**src/rtl/fetch_unit_if.sv**
```systemverilog
// -----------------------------------------------------------------------------
// fetch_unit_if
// Instruction-memory request/response bundle between the fetch unit (master)
// and the instruction memory (slave).
//   imem_req   : fetch request valid                 (master -> slave)
//   imem_addr  : fetch address, equals PCF           (master -> slave)
//   imem_ready : imem_rdata valid for this imem_addr (slave -> master)
//   imem_rdata : fetched instruction word            (slave -> master)
// -----------------------------------------------------------------------------
interface fetch_unit_if;
  logic        imem_req;
  logic [31:0] imem_addr;
  logic        imem_ready;
  logic [31:0] imem_rdata;

  modport master (
    output imem_req,
    output imem_addr,
    input  imem_ready,
    input  imem_rdata
  );

  modport slave (
    input  imem_req,
    input  imem_addr,
    output imem_ready,
    output imem_rdata
  );
endinterface

```
**src/rtl/fetch_unit.sv**
```systemverilog
// -----------------------------------------------------------------------------
// fetch_unit
// Instruction fetch stage feeding a single IF/ID slot. Fetches from PCF over
// the imem interface, parks a word in a one-entry hold buffer when decode is
// stalled, and supports redirects, flushes and a terminal halt.
//
// Ports
//   clk         : clock, all state updates on the rising edge
//   rst         : asynchronous active-high reset
//   imem        : instruction-memory bundle (master side)
//   PCSrc       : redirect request; PCTarget is the new PC
//   PCTarget    : redirect target
//   Stall       : decode cannot accept a new instruction this cycle
//   Flush       : invalidate the IF/ID slot
//   Finish_Prog : instruction in the IF/ID slot ends the program
//   InstrD      : IF/ID instruction, NOP_INSTR when ValidD=0
//   PCD         : PC of InstrD
//   PCPlus4D    : PCD + 4
//   ValidD      : IF/ID slot holds a real instruction
//   Halted      : program finished, fetch stopped until reset
//
// state   | meaning
// --------+----------------------------------------------------------------
// S_FETCH | request outstanding at PCF every cycle
// S_HOLD  | word for PCF parked in the hold buffer, waiting for decode
// S_HALT  | program finished; only rst leaves this state
// -----------------------------------------------------------------------------
module fetch_unit #(
  parameter logic [31:0] RESET_PC  = 32'h0000_0000,
  parameter logic [31:0] NOP_INSTR = 32'h0000_0013
) (
  input  logic               clk,
  input  logic               rst,
  fetch_unit_if.master       imem,
  input  logic               PCSrc,
  input  logic [31:0]        PCTarget,
  input  logic               Stall,
  input  logic               Flush,
  input  logic               Finish_Prog,
  output logic [31:0]        InstrD,
  output logic [31:0]        PCD,
  output logic [31:0]        PCPlus4D,
  output logic               ValidD,
  output logic               Halted
);

  typedef enum logic [1:0] {
    S_FETCH = 2'd0,
    S_HOLD  = 2'd1,
    S_HALT  = 2'd2
  } state_t;

  state_t      r_state;
  logic [31:0] r_pc;
  logic [31:0] r_hold;
  logic [31:0] r_instr;
  logic [31:0] r_pcd;
  logic [31:0] r_pcp4;
  logic        r_valid;
  logic        r_halted;

  state_t      w_state_nxt;
  logic [31:0] w_pc_nxt;
  logic [31:0] w_hold_nxt;
  logic [31:0] w_instr_nxt;
  logic [31:0] w_pcd_nxt;
  logic [31:0] w_pcp4_nxt;
  logic        w_valid_nxt;
  logic        w_halted_nxt;

  logic [31:0] w_pc_plus4;
  logic        w_slot_free;

  // Modulo-2^32 increment; 0xFFFF_FFFC wraps to 0.
  assign w_pc_plus4  = r_pc + 32'd4;
  // A flush empties the slot, so decode can take a new word even if stalled.
  assign w_slot_free = ~Stall | Flush;

  // ---------------------------------------------------------------------------
  // State register
  // ---------------------------------------------------------------------------
  always_ff @(posedge clk or posedge rst) begin
    if (rst) begin
      r_state  <= S_FETCH;
      r_pc     <= RESET_PC;
      r_hold   <= 32'd0;
      r_instr  <= NOP_INSTR;
      r_pcd    <= 32'd0;
      r_pcp4   <= 32'd0;
      r_valid  <= 1'b0;
      r_halted <= 1'b0;
    end else begin
      r_state  <= w_state_nxt;
      r_pc     <= w_pc_nxt;
      r_hold   <= w_hold_nxt;
      r_instr  <= w_instr_nxt;
      r_pcd    <= w_pcd_nxt;
      r_pcp4   <= w_pcp4_nxt;
      r_valid  <= w_valid_nxt;
      r_halted <= w_halted_nxt;
    end
  end

  // ---------------------------------------------------------------------------
  // Next-state logic. Priority: HALT > PCSrc > Finish_Prog > Flush/Stall > fetch
  // ---------------------------------------------------------------------------
  always_comb begin
    w_state_nxt  = r_state;
    w_pc_nxt     = r_pc;
    w_hold_nxt   = r_hold;
    w_instr_nxt  = r_instr;
    w_pcd_nxt    = r_pcd;
    w_pcp4_nxt   = r_pcp4;
    w_valid_nxt  = r_valid;
    w_halted_nxt = r_halted;

    case (r_state)
      S_HALT: begin
        // Frozen until reset.
      end

      default: begin
        if (PCSrc) begin
          // Redirect drops the slot, the parked word and any response
          // arriving this cycle for the old PC.
          w_pc_nxt    = PCTarget;
          w_valid_nxt = 1'b0;
          w_hold_nxt  = 32'd0;
          w_state_nxt = S_FETCH;
        end else if (Finish_Prog && r_valid) begin
          w_valid_nxt  = 1'b0;
          w_halted_nxt = 1'b1;
          w_state_nxt  = S_HALT;
        end else if (r_state == S_HOLD) begin
          if (w_slot_free) begin
            w_instr_nxt = r_hold;
            w_pcd_nxt   = r_pc;
            w_pcp4_nxt  = w_pc_plus4;
            w_valid_nxt = 1'b1;
            w_pc_nxt    = w_pc_plus4;
            w_state_nxt = S_FETCH;
          end
        end else if (imem.imem_ready) begin
          if (w_slot_free) begin
            w_instr_nxt = imem.imem_rdata;
            w_pcd_nxt   = r_pc;
            w_pcp4_nxt  = w_pc_plus4;
            w_valid_nxt = 1'b1;
            w_pc_nxt    = w_pc_plus4;
          end else begin
            // Decode is busy: park the word and stop requesting.
            w_hold_nxt  = imem.imem_rdata;
            w_state_nxt = S_HOLD;
          end
        end else begin
          // No response: slot keeps its instruction only if decode is stalled.
          if (w_slot_free) begin
            w_valid_nxt = 1'b0;
          end
        end
      end
    endcase
  end

  // ---------------------------------------------------------------------------
  // Outputs
  // ---------------------------------------------------------------------------
  assign imem.imem_req  = (r_state == S_FETCH);
  assign imem.imem_addr = r_pc;

  assign InstrD   = r_valid ? r_instr : NOP_INSTR;
  assign PCD      = r_pcd;
  assign PCPlus4D = r_pcp4;
  assign ValidD   = r_valid;
  assign Halted   = r_halted;

endmodule
```
**src/flat_wrapper.sv**
```systemverilog
// flat-port wrapper written by rule: the top's interface ports become plain ports
module fetch_unit_flat 
#(
  parameter logic [31:0] RESET_PC  = 32'h0000_0000,
  parameter logic [31:0] NOP_INSTR = 32'h0000_0013
)
  (clk, rst, PCSrc, PCTarget, Stall, Flush, Finish_Prog, InstrD, PCD, PCPlus4D, ValidD, Halted, imem_imem_req, imem_imem_addr, imem_imem_ready, imem_imem_rdata);
  fetch_unit_if imem_i ();
  input  logic clk;
  input  logic rst;
  input  logic PCSrc;
  input  logic [31:0] PCTarget;
  input  logic Stall;
  input  logic Flush;
  input  logic Finish_Prog;
  output logic [31:0] InstrD;
  output logic [31:0] PCD;
  output logic [31:0] PCPlus4D;
  output logic ValidD;
  output logic Halted;
  output wire logic [$bits(imem_i.imem_req)-1:0] imem_imem_req;
  output wire logic [$bits(imem_i.imem_addr)-1:0] imem_imem_addr;
  input wire logic [$bits(imem_i.imem_ready)-1:0] imem_imem_ready;
  input wire logic [$bits(imem_i.imem_rdata)-1:0] imem_imem_rdata;
  assign imem_imem_req = imem_i.imem_req;
  assign imem_imem_addr = imem_i.imem_addr;
  assign imem_i.imem_ready = imem_imem_ready;
  assign imem_i.imem_rdata = imem_imem_rdata;
  fetch_unit #(.RESET_PC(RESET_PC), .NOP_INSTR(NOP_INSTR)) u_core (.clk(clk), .rst(rst), .imem(imem_i), .PCSrc(PCSrc), .PCTarget(PCTarget), .Stall(Stall), .Flush(Flush), .Finish_Prog(Finish_Prog), .InstrD(InstrD), .PCD(PCD), .PCPlus4D(PCPlus4D), .ValidD(ValidD), .Halted(Halted));
endmodule
```
**config.mk**
```make
export PLATFORM = sky130hd
export DESIGN_NAME = fetch_unit_flat
export DESIGN_NICKNAME = d
export VERILOG_FILES = /design/src/rtl/fetch_unit_if.sv /design/src/rtl/fetch_unit.sv /design/src/flat_wrapper.sv
export SDC_FILE = /design/constraint.sdc
export NUM_CORES = 1
export LEC_CHECK = 0
export CORE_ASPECT_RATIO = 0.6
export CORE_MARGIN = 4
export CORE_UTILIZATION = 35
export DETAILED_ROUTE_END_ITERATION = 10
export PLACE_DENSITY_LB_ADDON = 0.3
export REMOVE_ABC_BUFFERS = 1
export SYNTH_ARGS = -nofsm -noshare
export SYNTH_HDL_FRONTEND = slang
export SYNTH_SLANG_ARGS = --single-unit
```
**constraint.sdc**
```tcl
create_clock -name clk -period 5.83 [get_ports clk]
set_input_delay 0.8745 -clock clk [delete_from_list [all_inputs] [get_ports clk]]
set_output_delay 0.8745 -clock clk [all_outputs]
set_load 0.05 [all_outputs]
```
## Yosys cells after proc, flatten, opt, wreduce, memory -nomap -nowiden

Index checks and enable logic that the tools add are counted.

- Output and inout bits: 131
- Register bits after elaboration: 164
- Input bits: 71

- Bitwise logic cells: 5
- Multiplexer cells: 33
- Reductions and logical operators: 14
- Add/subtract/negate cells: 1
- Equality and inequality tests: 7

Operators by type and width:

| operator | number |
|---|---|
| two-way mux 32 bit | 21 |
| adder 32 x 3 -> 32 bit, second input constant | 1 |
| two-way mux 2 bit | 6 |
| AND reduction 5 bit | 2 |
| AND reduction 4 bit | 2 |
| two-way mux 1 bit | 6 |
| != test 2 bit, second input constant | 3 |
| AND reduction 3 bit | 2 |
| nonzero test 5 bit | 1 |
| != test 4 x 2 -> 1 bit, second input constant | 1 |
| != test 4 bit, second input constant | 1 |
| NOT 1 bit | 4 |
| nonzero test 2 bit | 2 |
| nonzero test 4 bit | 1 |
| nonzero test 3 bit | 1 |
| == test 2 x 1 -> 1 bit, second input constant | 1 |
| == test 2 bit, second input constant | 1 |
| zero test 2 bit | 1 |
| AND reduction 2 bit | 1 |
| logical AND 1 bit | 1 |
| OR 1 bit | 1 |

## Depth between registers and ports, before layout

Gate-level depths: netlist of run 1.

- Depth in word-level cells: 7
- Mapped depth: 8
- Mapped depth without buffers: 6

## Worst setup path before layout of run 1

Ideal clock, no wire load.

- Path type: register to output
- From: register u_core.r_valid, in the netlist u_core.ValidD
- To: output InstrD[22]
- Cell stages (with the launch flop): 4
- Slack: 3.380 ns
- Path buffers: 2
- Data required time: 4.956 ns
- Data arrival time: 1.575 ns
- Cells stage by stage: dfrtp_1 -> clkbuf_1 -> clkbuf_1 -> and2_1

- Word-level cells in the longest chain between the ends: 1

Ends and longest elaborated chain:

| item | line | text |
|---|---|---|
| start: declaration | fetch_unit.sv:59 | `logic r_valid;` |
| start signal: assignment | fetch_unit.sv:99 | `r_valid <= w_valid_nxt;` |
| two-way mux 32 bit | fetch_unit.sv:171 | `assign InstrD = r_valid ? r_instr : NOP_INSTR;` |
| end: declaration | flat_wrapper.sv:16 | `output logic [31:0] InstrD;` |

Every way passes these cells.

## Worst setup path in the final report of run 1

- From: register u_core.r_valid, in the netlist u_core.ValidD
- To: output InstrD[5]

The elaborated chain is that of the path after synthesis.

==> results of run 1 <==
## state kept, by name (all words and copies together) (netlist names)
register and cells:
u_core.r_state 2, u_core.ValidD 1, u_core.imem.imem_addr 32, u_core.PCD 32, u_core.r_instr 32, u_core.Halted 1
u_core.PCPlus4D 30, u_core.r_hold 32
## area by class of cell
cell class	instances	area [um2]	share of cell area (%)
Sequential cell	162	4060	38.3
Multi-Input combinational cell	621	3460	32.6
Inverter	6	27.5	0.260
Timing Repair Buffer	212	2090	19.7
Clock inverter	9	129	1.22
Clock buffer	22	484	4.57
Tap cell	286	358	3.37
## cells by family after synthesis
kind of cell               Yosys count  share of synthesized area (%)
and+or+nand+nor                    398                           23.7
DFF                                162                           51.6
AOI/OAI and AO/OA                  160                           12.5
buffers and inverters               76                           4.57
muxes                               33                           4.20
xor gates and xnor gates            28                           3.12
adders and majority gates            2                          0.287
## synthesized netlist by cell type (2+ instances only)
library cell / n / share of area, %
sky130_fd_sc_hd__nand2_1: 244 / 12
sky130_fd_sc_hd__o211a_1: 2 / 0.25
sky130_fd_sc_hd__nor4_1: 5 / 0.40
sky130_fd_sc_hd__o2bb2ai_1: 7 / 0.78
sky130_fd_sc_hd__nand3_2: 2 / 0.25
sky130_fd_sc_hd__a41o_1: 2 / 0.25
sky130_fd_sc_hd__and2_1: 31 / 2.5
sky130_fd_sc_hd__o21ai_1: 8 / 0.51
sky130_fd_sc_hd__nand3_1: 47 / 3.0
sky130_fd_sc_hd__a21o_1: 2 / 0.19
sky130_fd_sc_hd__inv_1: 4 / 0.19
sky130_fd_sc_hd__a211oi_1: 2 / 0.19
sky130_fd_sc_hd__buf_2: 28 / 1.8
sky130_fd_sc_hd__o22ai_1: 9 / 0.72
sky130_fd_sc_hd__a22o_1: 4 / 0.45
sky130_fd_sc_hd__and3_2: 2 / 0.19
sky130_fd_sc_hd__a21oi_1: 17 / 1.1
sky130_fd_sc_hd__a22oi_1: 8 / 0.76
sky130_fd_sc_hd__nor3_2: 2 / 0.25
sky130_fd_sc_hd__and4_1: 4 / 0.45
sky130_fd_sc_hd__dfrtp_1: 159 / 51
sky130_fd_sc_hd__a2bb2oi_1: 6 / 0.67
sky130_fd_sc_hd__nor3_1: 4 / 0.25
sky130_fd_sc_hd__o22a_1: 3 / 0.33
sky130_fd_sc_hd__a31oi_1: 3 / 0.24
sky130_fd_sc_hd__mux2i_1: 33 / 4.2
sky130_fd_sc_hd__o31ai_1: 2 / 0.19
sky130_fd_sc_hd__nand2b_1: 5 / 0.40
sky130_fd_sc_hd__xnor2_1: 16 / 1.8
sky130_fd_sc_hd__nor2_1: 21 / 1.0
sky130_fd_sc_hd__xor2_1: 12 / 1.3
sky130_fd_sc_hd__or3_1: 2 / 0.16
sky130_fd_sc_hd__o21ai_0: 76 / 4.8
sky130_fd_sc_hd__and3_1: 11 / 0.88
sky130_fd_sc_hd__buf_4: 8 / 0.76
sky130_fd_sc_hd__nor3_4: 3 / 0.62
sky130_fd_sc_hd__nand4_1: 7 / 0.56
sky130_fd_sc_hd__dfstp_2: 3 / 1.0
sky130_fd_sc_hd__clkbuf_1: 32 / 1.5
sky130_fd_sc_hd__o21a_1: 5 / 0.48
## metal layers
layer	part of all wire (%)	wire length (um)
met2	41	9410
met1	50	11600
met4	0.66	153
met3	8.0	1840
met5	0.052	12
## how the worst max path moves through the flow
stage / to / slack, ns / from / depth (start not counted)
2_1_floorplan: u_core.Halted / 0.58 / rst / 1
3_3_place_gp: u_core.imem.imem_addr[31] / 2.59 / Finish_Prog / 5
3_5_place_dp: u_core.imem.imem_addr[31] / 2.53 / Finish_Prog / 5
4_1_cts: InstrD[5] / 2.72 / u_core.ValidD / 3
5_1_grt: InstrD[25] / 2.61 / u_core.ValidD / 3
6_report: InstrD[5] / 2.76 / u_core.ValidD / 3
## per-stage QoR
step | total power, mW | setup slack, ns | cell area, um2 | hold slack [ns] | util (%)
after floorplan | 4.20 | 0.584 | 7520 | 0.438 | -
after global placement | 5.38 | 2.59 | 9990 | 0.448 | 45.3
after detailed placement | 5.42 | 2.53 | 9990 | 0.455 | 45.3
after CTS | 6.61 | 2.72 | 10600 | 0.470 | 48.0
after global routing | 6.93 | 2.61 | 10600 | 0.482 | 48.0
final | 6.54 | 2.76 | 10600 | 0.465 | 48.0
## where the power goes
group	internal, mW	switching (mW)
registers	1.64	0.471
logic	1.09	2.18
clock network	0.716	0.448
## worst max-delay path, cell delays in order (launching register included)
cell	delay (ns)
sky130_fd_sc_hd__dfrtp_1	0.38
sky130_fd_sc_hd__buf_4	0.34
sky130_fd_sc_hd__and2_1	0.19
sky130_fd_sc_hd__clkdlybuf4s50_1	0.86
==> tab_implementation.tex, run 1 <==
\begin{tabular}{lr}
\hline
Metric & Value \\
\hline
\multicolumn{2}{l}{\textbf{Clock network}} \\
Num Clock Sinks & 162 \\
Register clock-pin slew on the reported worst setup and hold paths & roughly 0.06 ns \\
Clock root buffer & sky130\_fd\_sc\_hd\_\_clkbuf\_16 \\
Number of CTS-inserted buffers & 17 \\
Number of levels the H-tree was split into & 4 \\
Largest buffer count on any clock path & 2 \\
Clock latency on the worst-skew pair & approximately 0.43 ns \\
CTS tree & built \\
\# hold bufs at CTS & 0 \\
Post-CTS setup-driven buffer insertion count & 0 \\
CTS-repair resized insts & 0 \\
\multicolumn{2}{l}{\textbf{Setup path}} \\
Type of origin of the critical path & register \\
Crit Path Category & reg2out \\
Maximum fanout count along the critical path & 34 \\
Type of destination of the critical path & primary output \\
Critical Path RT & roughly 5.0 ns \\
Path depth of the worst reg2reg path & 5 \\
Reg2Reg Capture Point & u\_core.imem.imem\_addr[31] \\
Data arrival at the endpoint of the critical path & 2.20 ns \\
Origin of the critical flop-to-flop path & u\_core.ValidD \\
FF-to-FF setup slack & 3.29 ns \\
\multicolumn{2}{l}{\textbf{Drt}} \\
Routed WL per cell & around 17 um \\
Vias per cell & roughly 5.0 \\
Count of unresolved DRC violations after routing & 0 \\
DRT antenna net count & 0 \\
Drt first pass iters & 6 \\
Initial drt markers & approximately 360 \\
Routed wire length & 23000 um \\
Via count & approximately 6600 \\
\multicolumn{2}{l}{\textbf{Die}} \\
Core area & 22100 um2 \\
Full die area & approximately 25000 um2 \\
Die Span Y & approximately 120 um \\
Top-level port count & 202 \\
Number of placement rows & 42 \\
Effective utilization at floorplan & roughly 36\% \\
Die Wd & $\sim$200 um \\
\multicolumn{2}{l}{\textbf{Run}} \\
Max-cap violations & 0 \\
\multicolumn{2}{l}{\textbf{Logic synthesis}} \\
Number of synthesized register bits & between 150 and 200 \\
Number of warning messages in the yosys log & 0 \\
Area of the mapped netlist & between 7000 and 8000 um2 \\
Cells after synthesis & 859 \\
Most used flip-flop cell after synthesis & sky130\_fd\_sc\_hd\_\_dfrtp\_1 \\
Share of flip-flops with an asynchronous set or reset & 100\% \\
Share of synthesized area occupied by flip-flops and latches & between 50 and 60\% \\
Post-synthesis area per instance & slightly above 9 um2 \\
Yosys cell types & 58 \\
Number of enable-type register cells in the synthesized netlist & 0 \\
\multicolumn{2}{l}{\textbf{Global routing}} \\
Total track usage & 18.6\% \\
Largest net degree at the start of global routing & 86 \\
GRT met3 Usage & roughly 6.5\% \\
Layer with the highest usage after global routing & met1 \\
Number of antenna violations at the first check in global routing & 1 \\
Vias in the first global route & between 6000 and 7000 \\
Grt met2 use & roughly 26\% \\
Met1 usage in global routing & $\sim$28\% \\
First-pass GRT wire length & around 37000 um \\
Sum of overflow across all layers after global routing & 0 \\
\multicolumn{2}{l}{\textbf{Min path}} \\
Number of instances on the worst hold path & 1 \\
Source of the worst hold timing path & u\_core.Halted \\
Min-Delay Endpoint & u\_core.Halted \\
Worst min-delay path class & reg2reg \\
\multicolumn{2}{l}{\textbf{STA}} \\
RSZ-0062 raised after global routing & false \\
Normalized max-slew margin & 42.4\% \\
Slew at the pin with the worst max-slew slack & $\sim$0.86 ns \\
Maximum achievable frequency & about 330 MHz \\
Final clock period utilization by the worst path & between 50\% and 60\% \\
Clock period minus final worst setup slack & a little over 3 ns \\
Total count of max-transition violations in the final report & 0 \\
Setup violations, final & 0 \\
Final worst clock skew & about 0.012 ns \\
Fin. Hold Viols & 0 \\
Setup Total Neg Slack & 0 ns \\
\multicolumn{2}{l}{\textbf{Placed design}} \\
Number of cells in the design after placement & around 1300 \\
Estimated wirelength of the detail-placed design & $\sim$15000 um \\
Buffers on Ports & roughly 200 \\
Routability-driven placement congestion ratio & 0.762 \\
\multicolumn{2}{l}{\textbf{Cells and area}} \\
Non-filler cells in the finished layout & approximately 1300 \\
Commonest cells after routing, fill and taps aside & sky130\_fd\_sc\_hd\_\_nand2\_1 (244), sky130\_fd\_sc\_hd\_\_clkdlybuf4s50\_1 (200), sky130\_fd\_sc\_hd\_\_dfrtp\_1 (159), sky130\_fd\_sc\_hd\_\_o21ai\_0 (76), sky130\_fd\_sc\_hd\_\_nand3\_1 (46) \\
Most common cell after layout, fill and taps aside & sky130\_fd\_sc\_hd\_\_nand2\_1 \\
Count of nets after finishing & 1092 \\
Fillers & approximately 2100 \\
Proportion of layout cells with a drive suffix above 1 & 6.49\% \\
Final antenna diode count & 0 \\
Area growth, synth to finish & 34.9\% \\
\multicolumn{2}{l}{\textbf{Outcome}} \\
Outcome & finished clean \\
\multicolumn{2}{l}{\textbf{Power and ir drop}} \\
Static Leak & between 4 and 5 nW \\
Power per standard cell area & a little over 600 nW/um2 \\
Max IR drop VDD & 0.315 mV \\
\hline
\end{tabular}
Power figures use the tool's default switching activity.
==> run 2, diff against run 1 <==
==> constraint.sdc (replaced) <==
create_clock -name clk -period 3.1 [get_ports clk]
set_input_delay 0.465 -clock clk [delete_from_list [all_inputs] [get_ports clk]]
set_output_delay 0.465 -clock clk [all_outputs]
set_load 0.05 [all_outputs]
==> run 2 against run 1 <==
Against the previous run: first-iteration DRC count fell by 5.4%; critical path depth did not move; combinational power rose by 90%; power rose by 86%.
==> tab_implementation.tex, run 2 (synthesized netlist as in run 1, its figures left out) <==
\begin{tabular}{lr}
\hline
Metric & Value \\
\hline
\multicolumn{2}{l}{\textbf{Clock network}} \\
CTS-repair resized insts & 0 \\
Clock latency on the worst-skew pair & 0.43 ns \\
\# hold bufs at CTS & 0 \\
Largest buffer count on any clock path & 2 \\
Register clock-pin slew on the reported worst setup and hold paths & about 0.070 ns \\
Clock root buffer & sky130\_fd\_sc\_hd\_\_clkbuf\_16 \\
Post-CTS setup-driven buffer insertion count & 0 \\
CTS tree & built \\
Num Clock Sinks & 162 \\
Number of CTS-inserted buffers & 17 \\
Number of levels the H-tree was split into & 4 \\
\multicolumn{2}{l}{\textbf{Die}} \\
Core area & 22100 um2 \\
Die Wd & around 200 um \\
Full die area & about 25000 um2 \\
Effective utilization at floorplan & 35.6\% \\
Number of placement rows & 42 \\
Die Span Y & 124 um \\
Top-level port count & between 200 and 250 \\
\multicolumn{2}{l}{\textbf{Placed design}} \\
Number of cells in the design after placement & between 1000 and 1500 \\
Estimated wirelength of the detail-placed design & around 16000 um \\
Routability-driven placement congestion ratio & between 0.7 and 0.8 \\
Buffers on Ports & 201 \\
\multicolumn{2}{l}{\textbf{Setup path}} \\
Type of origin of the critical path & register \\
Maximum fanout count along the critical path & 23 \\
Data arrival at the endpoint of the critical path & about 2.3 ns \\
Critical Path RT & $\sim$2.6 ns \\
Type of destination of the critical path & primary output \\
Crit Path Category & reg2out \\
\multicolumn{2}{l}{\textbf{Global routing}} \\
First-pass GRT wire length & between 30000 and 40000 um \\
Total track usage & between 10\% and 20\% \\
Vias in the first global route & 6490 \\
Largest net degree at the start of global routing & 71 \\
Sum of overflow across all layers after global routing & 0 \\
Number of antenna violations at the first check in global routing & 1 \\
\multicolumn{2}{l}{\textbf{Drt}} \\
Vias per cell & 5.00 \\
Initial drt markers & 336 \\
DRT antenna net count & 0 \\
Routed WL per cell & about 17 um \\
Routed wire length & about 23000 um \\
Drt first pass iters & 5 \\
Count of unresolved DRC violations after routing & 0 \\
Via count & between 6000 and 7000 \\
\multicolumn{2}{l}{\textbf{STA}} \\
Fin. Hold Viols & 0 \\
RSZ-0062 raised after global routing & false \\
Setup violations, final & 0 \\
Maximum achievable frequency & roughly 370 MHz \\
Normalized max-slew margin & 43.2\% \\
Clock period minus final worst setup slack & approximately 2.7 ns \\
Total count of max-transition violations in the final report & 0 \\
Setup Total Neg Slack & 0 ns \\
Final clock period utilization by the worst path & a little under 90\% \\
Final worst clock skew & 0.0139 ns \\
Slew at the pin with the worst max-slew slack & roughly 0.85 ns \\
\multicolumn{2}{l}{\textbf{Cells and area}} \\
Commonest cells after routing, fill and taps aside & sky130\_fd\_sc\_hd\_\_nand2\_1 (244), sky130\_fd\_sc\_hd\_\_clkdlybuf4s50\_1 (200), sky130\_fd\_sc\_hd\_\_dfrtp\_1 (159), sky130\_fd\_sc\_hd\_\_o21ai\_0 (76), sky130\_fd\_sc\_hd\_\_nand3\_1 (46) \\
Count of nets after finishing & around 1100 \\
Most common cell after layout, fill and taps aside & sky130\_fd\_sc\_hd\_\_nand2\_1 \\
Proportion of layout cells with a drive suffix above 1 & 7.13\% \\
Non-filler cells in the finished layout & 1324 \\
Final antenna diode count & 0 \\
Area growth, synth to finish & 35.6\% \\
\multicolumn{2}{l}{\textbf{Outcome}} \\
Outcome & finished clean \\
\multicolumn{2}{l}{\textbf{Run}} \\
Max-cap violations & 0 \\
\multicolumn{2}{l}{\textbf{Power and ir drop}} \\
Max IR drop VDD & approximately 0.64 mV \\
Power per standard cell area & approximately 1100 nW/um2 \\
Static Leak & 4.89 nW \\
\multicolumn{2}{l}{\textbf{Min path}} \\
Worst min-delay path class & in2async \\
\hline
\end{tabular}
[run 2: cell types whose count changed in the layout (fill, tap and decap cells not counted), sizes merged]
cell,before,now
buf,12,17
bufinv,3,1
clkbuf,22,18
clkinvlp,2,5
inv,6,10
[run 2: worst paths after layout]
path                                           from  slack, ns  cells past startpoint                        end
setup / recovery                      u_core.ValidD       0.37                      3                 InstrD[25]
hold / removal                                  rst       0.45                      2        u_core.PCPlus4D[29]
setup reg to reg           u_core.imem.imem_addr[2]       0.84                      6  u_core.imem.imem_addr[30]
hold reg to reg                       u_core.Halted       0.46                      1              u_core.Halted
max in group asynchronous                       rst       1.89                      3        u_core.PCPlus4D[14]
min in group clk                      u_core.Halted       0.46                      1              u_core.Halted
[run 2: critical path, stage by stage, from the launching register on]
cell                              delay [ns]
sky130_fd_sc_hd__dfrtp_1                0.63
sky130_fd_sc_hd__buf_12                 0.22
sky130_fd_sc_hd__and2_1                 0.13
sky130_fd_sc_hd__clkdlybuf4s50_1        0.85
[run 2: cell type report]
type | count | area (um2)
fillers | 2106 | 11400
flip-flops and latches | 162 | 4060
multi-input cells | 621 | 3460
repair buffers | 217 | 2190
clock buffers | 18 | 439
well taps | 286 | 358
clock inverters | 14 | 130
inverters | 6 | 27.5
[run 2: where the power goes]
group | total [mW] | internal [mW] | switching [mW]
clock | 2.06 | 1.14 | 0.922
combinational | 6.20 | 2.09 | 4.10
sequential | 3.94 | 3.08 | 0.866
[run 2: metrics by stage]
step                util, %  total power, mW  instance area (um2)  setup WS, ns  hold WS, ns
global route           48.3             12.9                10700         0.258        0.452
finish                 48.3             12.2                10700         0.371        0.445
global placement       45.7             10.1                10100         0.616        0.448
floorplan                 -             7.90                 7520         -1.74        0.438
CTS                    48.3             12.3                10700         0.337        0.439
detailed placement     45.7             10.2                10100         0.566        0.454
[run 2: routing by layer]
layer / GRT usage (%) / up-vias / part of all wire, %
li1: - / 3239 / -
met4: 3.75 / 2 / 0.36
met5: 0 / - / 0.057
met3: 6.25 / 11 / 6.8
met2: 26.2 / 177 / 42
met1: 26.7 / 3188 / 51
